## config.mk

```make
export PLATFORM = sky130hd
export DESIGN_NAME = morra_partita_tracker
export DESIGN_NICKNAME = d
export VERILOG_FILES = /design/src/rtl/morra_partita_tracker.sv
export SDC_FILE = /design/constraint.sdc
export NUM_CORES = 1
export LEC_CHECK = 0
export CAP_MARGIN = 20
export CORE_ASPECT_RATIO = 1.1
export CORE_UTILIZATION = 42
export CTS_BUF_LIST = sky130_fd_sc_hd__clkbuf_2
export DETAILED_ROUTE_END_ITERATION = 7
export HOLD_SLACK_MARGIN = 0.02
export PLACE_DENSITY = 0.75
export SYNTH_ARGS = -nofsm -noshare
export SYNTH_HDL_FRONTEND = slang
export SYNTH_SLANG_ARGS = --single-unit
```

## constraint.sdc

```tcl
create_clock -name clk -period 3.6 [get_ports clk]
set_clock_uncertainty 0.15 [all_clocks]
set_input_delay 0.72 -clock clk [delete_from_list [all_inputs] [get_ports clk]]
set_output_delay 0.72 -clock clk [all_outputs]
set_load 0.02 [all_outputs]
```

## src/rtl/morra_partita_tracker.sv

```systemverilog
// Match (partita) tracker for the Morra Cinese judge: counts judged rounds,
// decides match end and winner, and keeps saturating session tallies.
//
// state  | meaning
// IDLE   | after reset, no match started yet
// ATTIVA | match in progress, rounds are counted
// FINE   | match decided, result and counters held until the next INIZIA
module morra_partita_tracker #(
  parameter int MIN_MANCHE = 4,
  parameter int LEAD       = 2
) (
  input  logic       clk,
  input  logic       rst_n,
  input  logic       INIZIA,
  input  logic [3:0] CONFIG,
  input  logic       manche_valid,
  input  logic [1:0] MANCHE,
  output logic [1:0] PARTITA,
  output logic       partita_fine,
  output logic       attiva,
  output logic [4:0] contatore_manche,
  output logic [4:0] vinte_primo,
  output logic [4:0] vinte_secondo,
  output logic [7:0] partite_primo,
  output logic [7:0] partite_secondo
);

  localparam logic [1:0] S_IDLE   = 2'd0;
  localparam logic [1:0] S_ATTIVA = 2'd1;
  localparam logic [1:0] S_FINE   = 2'd2;

  logic [1:0] state;
  logic [4:0] max_manche;
  logic       round_ok;
  logic [4:0] n_nxt;
  logic [4:0] p_nxt;
  logic [4:0] s_nxt;
  logic [1:0] result;

  // End decision is taken on the post-update counts so the result lands
  // in the same cycle as the final counter values.
  always_comb begin
    round_ok = (state == S_ATTIVA) && manche_valid && (MANCHE != 2'b00);
    n_nxt    = contatore_manche + 5'd1;
    p_nxt    = vinte_primo   + {4'd0, (MANCHE == 2'b01)};
    s_nxt    = vinte_secondo + {4'd0, (MANCHE == 2'b10)};
    result   = 2'b00;
    if ((n_nxt >= 5'(MIN_MANCHE)) && ({1'b0, p_nxt} >= ({1'b0, s_nxt} + 6'(LEAD))))
      result = 2'b01;
    else if ((n_nxt >= 5'(MIN_MANCHE)) && ({1'b0, s_nxt} >= ({1'b0, p_nxt} + 6'(LEAD))))
      result = 2'b10;
    else if (n_nxt == max_manche) begin
      if (p_nxt > s_nxt)
        result = 2'b01;
      else if (s_nxt > p_nxt)
        result = 2'b10;
      else
        result = 2'b11;
    end
  end

  always_ff @(posedge clk or negedge rst_n) begin
    if (!rst_n) begin
      state            <= S_IDLE;
      max_manche       <= 5'd0;
      PARTITA          <= 2'b00;
      partita_fine     <= 1'b0;
      attiva           <= 1'b0;
      contatore_manche <= 5'd0;
      vinte_primo      <= 5'd0;
      vinte_secondo    <= 5'd0;
      partite_primo    <= 8'd0;
      partite_secondo  <= 8'd0;
    end else if (INIZIA) begin
      // Start or abort-and-restart; a coincident round is dropped.
      state            <= S_ATTIVA;
      max_manche       <= {1'b0, CONFIG} + 5'd4;
      PARTITA          <= 2'b00;
      partita_fine     <= 1'b0;
      attiva           <= 1'b1;
      contatore_manche <= 5'd0;
      vinte_primo      <= 5'd0;
      vinte_secondo    <= 5'd0;
    end else begin
      partita_fine <= 1'b0;
      if (round_ok) begin
        contatore_manche <= n_nxt;
        vinte_primo      <= p_nxt;
        vinte_secondo    <= s_nxt;
        if (result != 2'b00) begin
          state        <= S_FINE;
          PARTITA      <= result;
          partita_fine <= 1'b1;
          attiva       <= 1'b0;
          if (result == 2'b01 && partite_primo != 8'hFF)
            partite_primo <= partite_primo + 8'd1;
          if (result == 2'b10 && partite_secondo != 8'hFF)
            partite_secondo <= partite_secondo + 8'd1;
        end
      end
    end
  end

endmodule

```

Yosys cells after proc, flatten, opt, wreduce, memory -nomap -nowiden
Index checks and enable logic that the tools add are counted.

Register bits after elaboration: 42. Input bits: 10. Output and inout bits: 35. Word-level logic and storage cells: 68.

Add/sub/neg operators: 8. $lt $le $gt $ge: 5. Equal/unequal tests: 8. Muxes and demuxes: 23. Bitwise gates (word level): 1. Reductions and logical operators: 13.

Operator list (count): 5-bit two-way mux (6); 2-bit two-way mux (10); 8-bit by 1-bit adder with 8-bit output, second input constant (2); 8-bit inequality test, second input constant (2); 5-bit by 2-bit adder with 6-bit output, second input constant (2); 5-bit by 6-bit >= comparator with 1-bit output (2); 5-bit by 1-bit adder with 5-bit output (2); 5-bit greater-than comparator (2); 4-bit AND reduction (2); 2-bit nonzero test (4); 1-bit two-way mux (7); 2-bit by 1-bit == test with 1-bit output, second input constant (3); 1-bit logical AND (6); 4-bit by 3-bit adder with 5-bit output, second input constant (1); 5-bit by 1-bit adder with 5-bit output, second input constant (1); 5-bit == test (1); 5-bit by 3-bit >= comparator with 1-bit output, second input constant (1); 2-bit == test, second input constant (2); 2-bit AND reduction (1); 1-bit NOT (1).

Longest topological paths before layout
Depth after elaboration: 12. Mapped depth: 16. Gate-level depth less buffers: 16.

Worst setup path after synthesis
OpenSTA, ideal clock, no wires.

Kind: input -> register. Start point: input MANCHE[0]. End point: register partite_secondo[1]. Library setup time: 0.128 ns. Arrival time: 3.466 ns. Required time: 3.322 ns. Path slack: -0.144 ns. Stages: 16. Path buffers: 0. Path through: nor2b_1 -> ha_1 -> nand3_1 -> xor2_1 -> inv_1 -> and3_1 -> xnor2_1 -> ha_1 -> nand2_1 -> nor2_1 -> o21ai_0 -> a311o_1 -> inv_2 -> o211ai_4 -> nor2_1 -> mux2_1.

Word-level cells in the longest chain between the ends: 11. Elaborated cells on any way between the ends: 23. Those cells by class: add/sub (4); order compare (4); eq/ne (3); mux (5); reduce/logical (7).

RTL lines: start, declared (line 17) `input logic [1:0] MANCHE,`; parallel branches: the longest is 10 deep, another holds 5-bit by 2-bit adder with 6-bit output; 4-bit AND reduction (no source line) *; end signal, assigned (line 98) `partite_secondo <= partite_secondo + 8'd1;`; end, declared (line 25) `output logic [7:0] partite_secondo`.

Every way passes the cells marked *. A chain may end at the register's enable or synchronous reset.

Worst setup path after layout
Start point: input MANCHE[1]. End point: register partite_secondo[1].

The elaborated chain is that of the path after synthesis.

==> results list <==
* Cell with the most instances after synthesis: sky130_fd_sc_hd__dfrtp_1
- After detailed routing, the number of remaining DRC violations is 0.
- Tightest slew margin relative to the limit: 0.384
* Total Wirelength: 6.32 mm
- Post-synth top cells: sky130_fd_sc_hd__dfrtp_1, sky130_fd_sc_hd__nand2_1, sky130_fd_sc_hd__ha_1, sky130_fd_sc_hd__xor2_1, sky130_fd_sc_hd__xnor2_1
- Number of placed instances, taps included: 429
- TritonCTS clock tree: yes
* Clk network pwr share: 0.290
- Post-synth top flop: sky130_fd_sc_hd__dfrtp_1
* Sequential Area: ~0.001 mm²
- Of the total power, the share spent switching nets is 0.286.
- Layout Cells excl Fill: 446
- Proportion of synthesized chip area in sequential cells: 0.375
- Yosys printed 0 warnings.
- Of the post-synthesis cell area, the part taken by muxes is 0.0261.
* Top-level I/O count: 45
- Hold repair after CTS inserted 0 buffers.
- Overall die area: roughly 0.007 mm²
- P_sw: around 0.28 mW
- The count of buffers added on input and output ports is 44.
- Synth Register Bits: 41
* Total negative slack: 0 ns
- After routing the design area is between 0.003 and 0.004 mm².
* Worst slew pin tran: between 0.9 and 1 ns
- Traced cell by cell, the critical path runs through buf_6, buf_6, nor2b_4, ha_4, nand3_4, xor2_2, inv_2, and3_4, xnor2_1, ha_1, nand2_1, nor2_1, o21ai_1, a311o_1, nand2_2, o211ai_4, buf_4, nor2_4, mux2_4.
* Std-Cell Core Area: 0.00623 mm²
- PD cells: 255 mW/mm²
- The floorplan has 30 rows.
* Initial Utilization: 0.439
* Xor/xnor share of the synthesized area: 0.134
- Largest cells by area after synthesis: sky130_fd_sc_hd__dfrtp_1, sky130_fd_sc_hd__ha_1, sky130_fd_sc_hd__xor2_1
- In the global route stage, met3 resource usage came out at 0.0379.
* Required time of the critical path: 3.78 ns
* Period minus WS final: 3.46 ns
* Count of nets left with antenna violations after detail routing: 0
- In the synthesized netlist, the number of instances is roughly 270.
* Status: completed
- R2r endpoint: partite_secondo[1]
- Via count of the first global-routing pass: roughly 2,300
- Of the total synthesized cell area, the portion taken by AND, OR, NAND and NOR gates is 0.199.
- Adder and majority gate portion of the synthesized area: 0.0962
- Chip width: 78.9 µm
- Across every metal layer, demand over resource in global routing totals 0.196.
- Clock slew at the register clock pins of the worst setup and hold paths: roughly 0.22 ns
- The worst register-to-register path begins at vinte_primo[0].
- For this run the aggregate overflow at the end of global routing stands at 0.
- Of the post-synthesis cell area, the dominant cell type holds 0.375.
- Number of filler instances in the final layout: 551
- At the later pin of the worst-skew pair, clock insertion delay measures 0.41 ns.
* CP max-delay cell: sky130_fd_sc_hd__a311o_1
- Via count: 2,326
- The share of total power dissipated in combinational logic is 0.192.
* Sinks on Clock Net: 41
- Share of flip-flops with an asynchronous set or reset: 1.00
* Critical path launch point type: input port
- The die is between 80 and 90 µm tall.
* HPWL Detailed: 4.68 mm
* Crit path kind: input port to register
- Total CTS buffers: 5
- Buffer and inverter count on the worst path: 4
* Dominant combinational cell family by area after synthesis: simple AND/OR/NAND/NOR gates
- The initial antenna violation count came to 0.
- The multi-input combinational cells in the finished layout cover a total of 0.00178 mm².
* CP peak stage delay: 0.43 ns
- The number of pins with negative max-slew slack in the final report is 0.
- IR analysis of the VDD net gives a maximum drop of roughly 0.00023 V.
- Path class of the lowest-slack min-delay path: input port to asynchronous set/reset pin
* Syn-to-layout area delta: 39.4%
- Dividing the final minimum period by the clock period gives 0.960.
- Clk Tree Root Cell: sky130_fd_sc_hd__clkbuf_2
- The share of total power dissipated in sequential elements is 0.518.
- At the end of routability-driven placement, the weighted congestion stood at around 0.86.
- The clock tree synthesis step divided the H-tree into 2 levels.
* Largest delay contributor family on the critical path: simple AND/OR/NAND/NOR gates
- P_leak: about 1.7 nW
- Maximum clock insertion buffer count: 2
- Entering global routing, the biggest net connects 42 pins.
* Busiest grt layer: met2
- Leading area contributor after synthesis: sky130_fd_sc_hd__dfrtp_1
* Initial detailed-routing violation count: between 80 and 90
- Number of maximum-capacitance constraint violations: 0
- The synthesized design contains 0 enable-type register cells.
- Number of unique standard cell types used by synthesis: 52
* Inserted Diodes: 0
* Avg Cell Area, Syn: 9.97 µm²
- Static timing analysis puts the maximum clock frequency at 289 MHz.
* Length of the first detailed-routing pass in iterations: 4
- Nets in the synthesized netlist: 305
- Layout cells sized above 1: 0.279
* Length in cells of the worst reg-to-reg path: 15
* Routing usage on met2: 0.347
- Setup violations remaining at the end of the flow were counted as 0.
- Post-Syn Area: 0.00273 mm²
* Most numerous cell on the critical path: sky130_fd_sc_hd__buf_6
* Wire per inst: 14.2 µm
* Global routing usage on met1: 0.242
* Critical path data arrival time: 3.64 ns
* Number of vias per cell: 5.22
- The number of hold violations in the final report is 0.
- Final net count: 396
* R2r setup slk: 0.23 ns
- Global-route wire length before repair: 10.5 mm
* Internal cell power: 0.693 mW
- The post-synthesis compound-gate area fraction is 0.141.
* Largest fanout of any net on the critical path: 6
- Cell area after placement: 0.00359 mm²
- The worst setup path is captured at a register.
what timing repair did:
action | 4_1_cts | 5_1_grt
resized for setup | 12 | 9
pin swaps | 6 | 11
gates cloned | 0 | 0
endpoints found under the setup margin | 21 | 16
setup buffers | 3 | 7
power groups by stage:
stage                     Sequential [mW]  Clock (mW)  Combinational (mW)
final                               0.503       0.281               0.186
after global placement              0.511           0               0.178
after CTS                           0.504       0.290               0.185
after floorplan                     0.525           0              0.0861
after global routing                0.507       0.310               0.204
after detailed placement            0.511           0               0.181
logic make-up (layout without fill, tap and decap cells):
group	after synthesis	after routing
AO/OA/AOI/OAI	48	48
XOR/XNOR	41	41
adder cells (fa/ha/maj)	21	21
buffers and inverters	19	111
flip-flops	41	41
multiplexers	6	6
AND/OR/NAND/NOR	98	98
through the flow:
step	worst slack (ns)	hold WS, ns	util	power (mW)
6_report	0.143	0.248	0.611	0.971
5_1_grt	-0.0138	0.315	0.611	1.02
4_1_cts	0.0753	0.280	0.600	0.978
3_5_place_dp	-0.715	0.333	0.576	0.692
3_3_place_gp	-0.646	0.327	0.576	0.689
2_1_floorplan	-0.00127	0.274	-	0.611
layout make-up:
| cell class | count | area share |
|---|---|---|
| Inverter | 12 | 0.0118 |
| Multi-Input combinational cell | 214 | 0.466 |
| Clock buffer | 6 | 0.00788 |
| Sequential cell | 41 | 0.269 |
| Timing Repair Buffer | 91 | 0.208 |
| Tap cell | 80 | 0.0263 |
| Clock inverter | 2 | 0.0102 |
worst max path at each step:
stage | cells past startpoint | slack (ns) | endpoint | start
after floorplan | 16 | -0.001 | partite_secondo[1] | MANCHE[0]
after global placement | 16 | -0.65 | partite_primo[1] | MANCHE[1]
after detailed placement | 16 | -0.72 | partite_primo[1] | MANCHE[1]
after CTS | 19 | 0.08 | partite_primo[1] | MANCHE[1]
after global routing | 18 | -0.01 | partite_secondo[6] | MANCHE[1]
final | 19 | 0.14 | partite_secondo[1] | MANCHE[1]
layer usage:
layer  share of wire  vias up
li1                -     1139
met2            0.51       40
met1            0.45     1132
met3           0.030       15
met4           0.018        0
met5               0        -
cells in the final DEF (no fill, tap or decap), types with 7 or more instances in the layout:
cell type / instances
sky130_fd_sc_hd__buf_4: 45
sky130_fd_sc_hd__xor2_1: 20
sky130_fd_sc_hd__nor2_1: 12
sky130_fd_sc_hd__dfrtp_1: 41
sky130_fd_sc_hd__a21oi_1: 16
sky130_fd_sc_hd__clkdlybuf4s50_1: 41
sky130_fd_sc_hd__nand2_1: 25
sky130_fd_sc_hd__nand3_1: 11
sky130_fd_sc_hd__clkbuf_2: 7
sky130_fd_sc_hd__ha_1: 17
sky130_fd_sc_hd__xnor2_1: 18
sky130_fd_sc_hd__inv_1: 10
worst reg2reg max path, delay by kind of cell, from the launching register on:
family	cells	cell delay (ns)
fa+ha+maj	3	0.75
compound gates	3	0.60
flops	1	0.52
simple gates	4	0.39
xor+xnor	2	0.31
mux	1	0.30
buf+inv	2	0.28
state kept, by name, indices dropped and copies added (netlist names), 2 cells and up:
signal	flops
PARTITA	2
contatore_manche	5
vinte_primo	5
partite_secondo	8
partite_primo	8
vinte_secondo	5
max_manche	5
state	2
No activity file was read; power rests on OpenSTA's default activity.
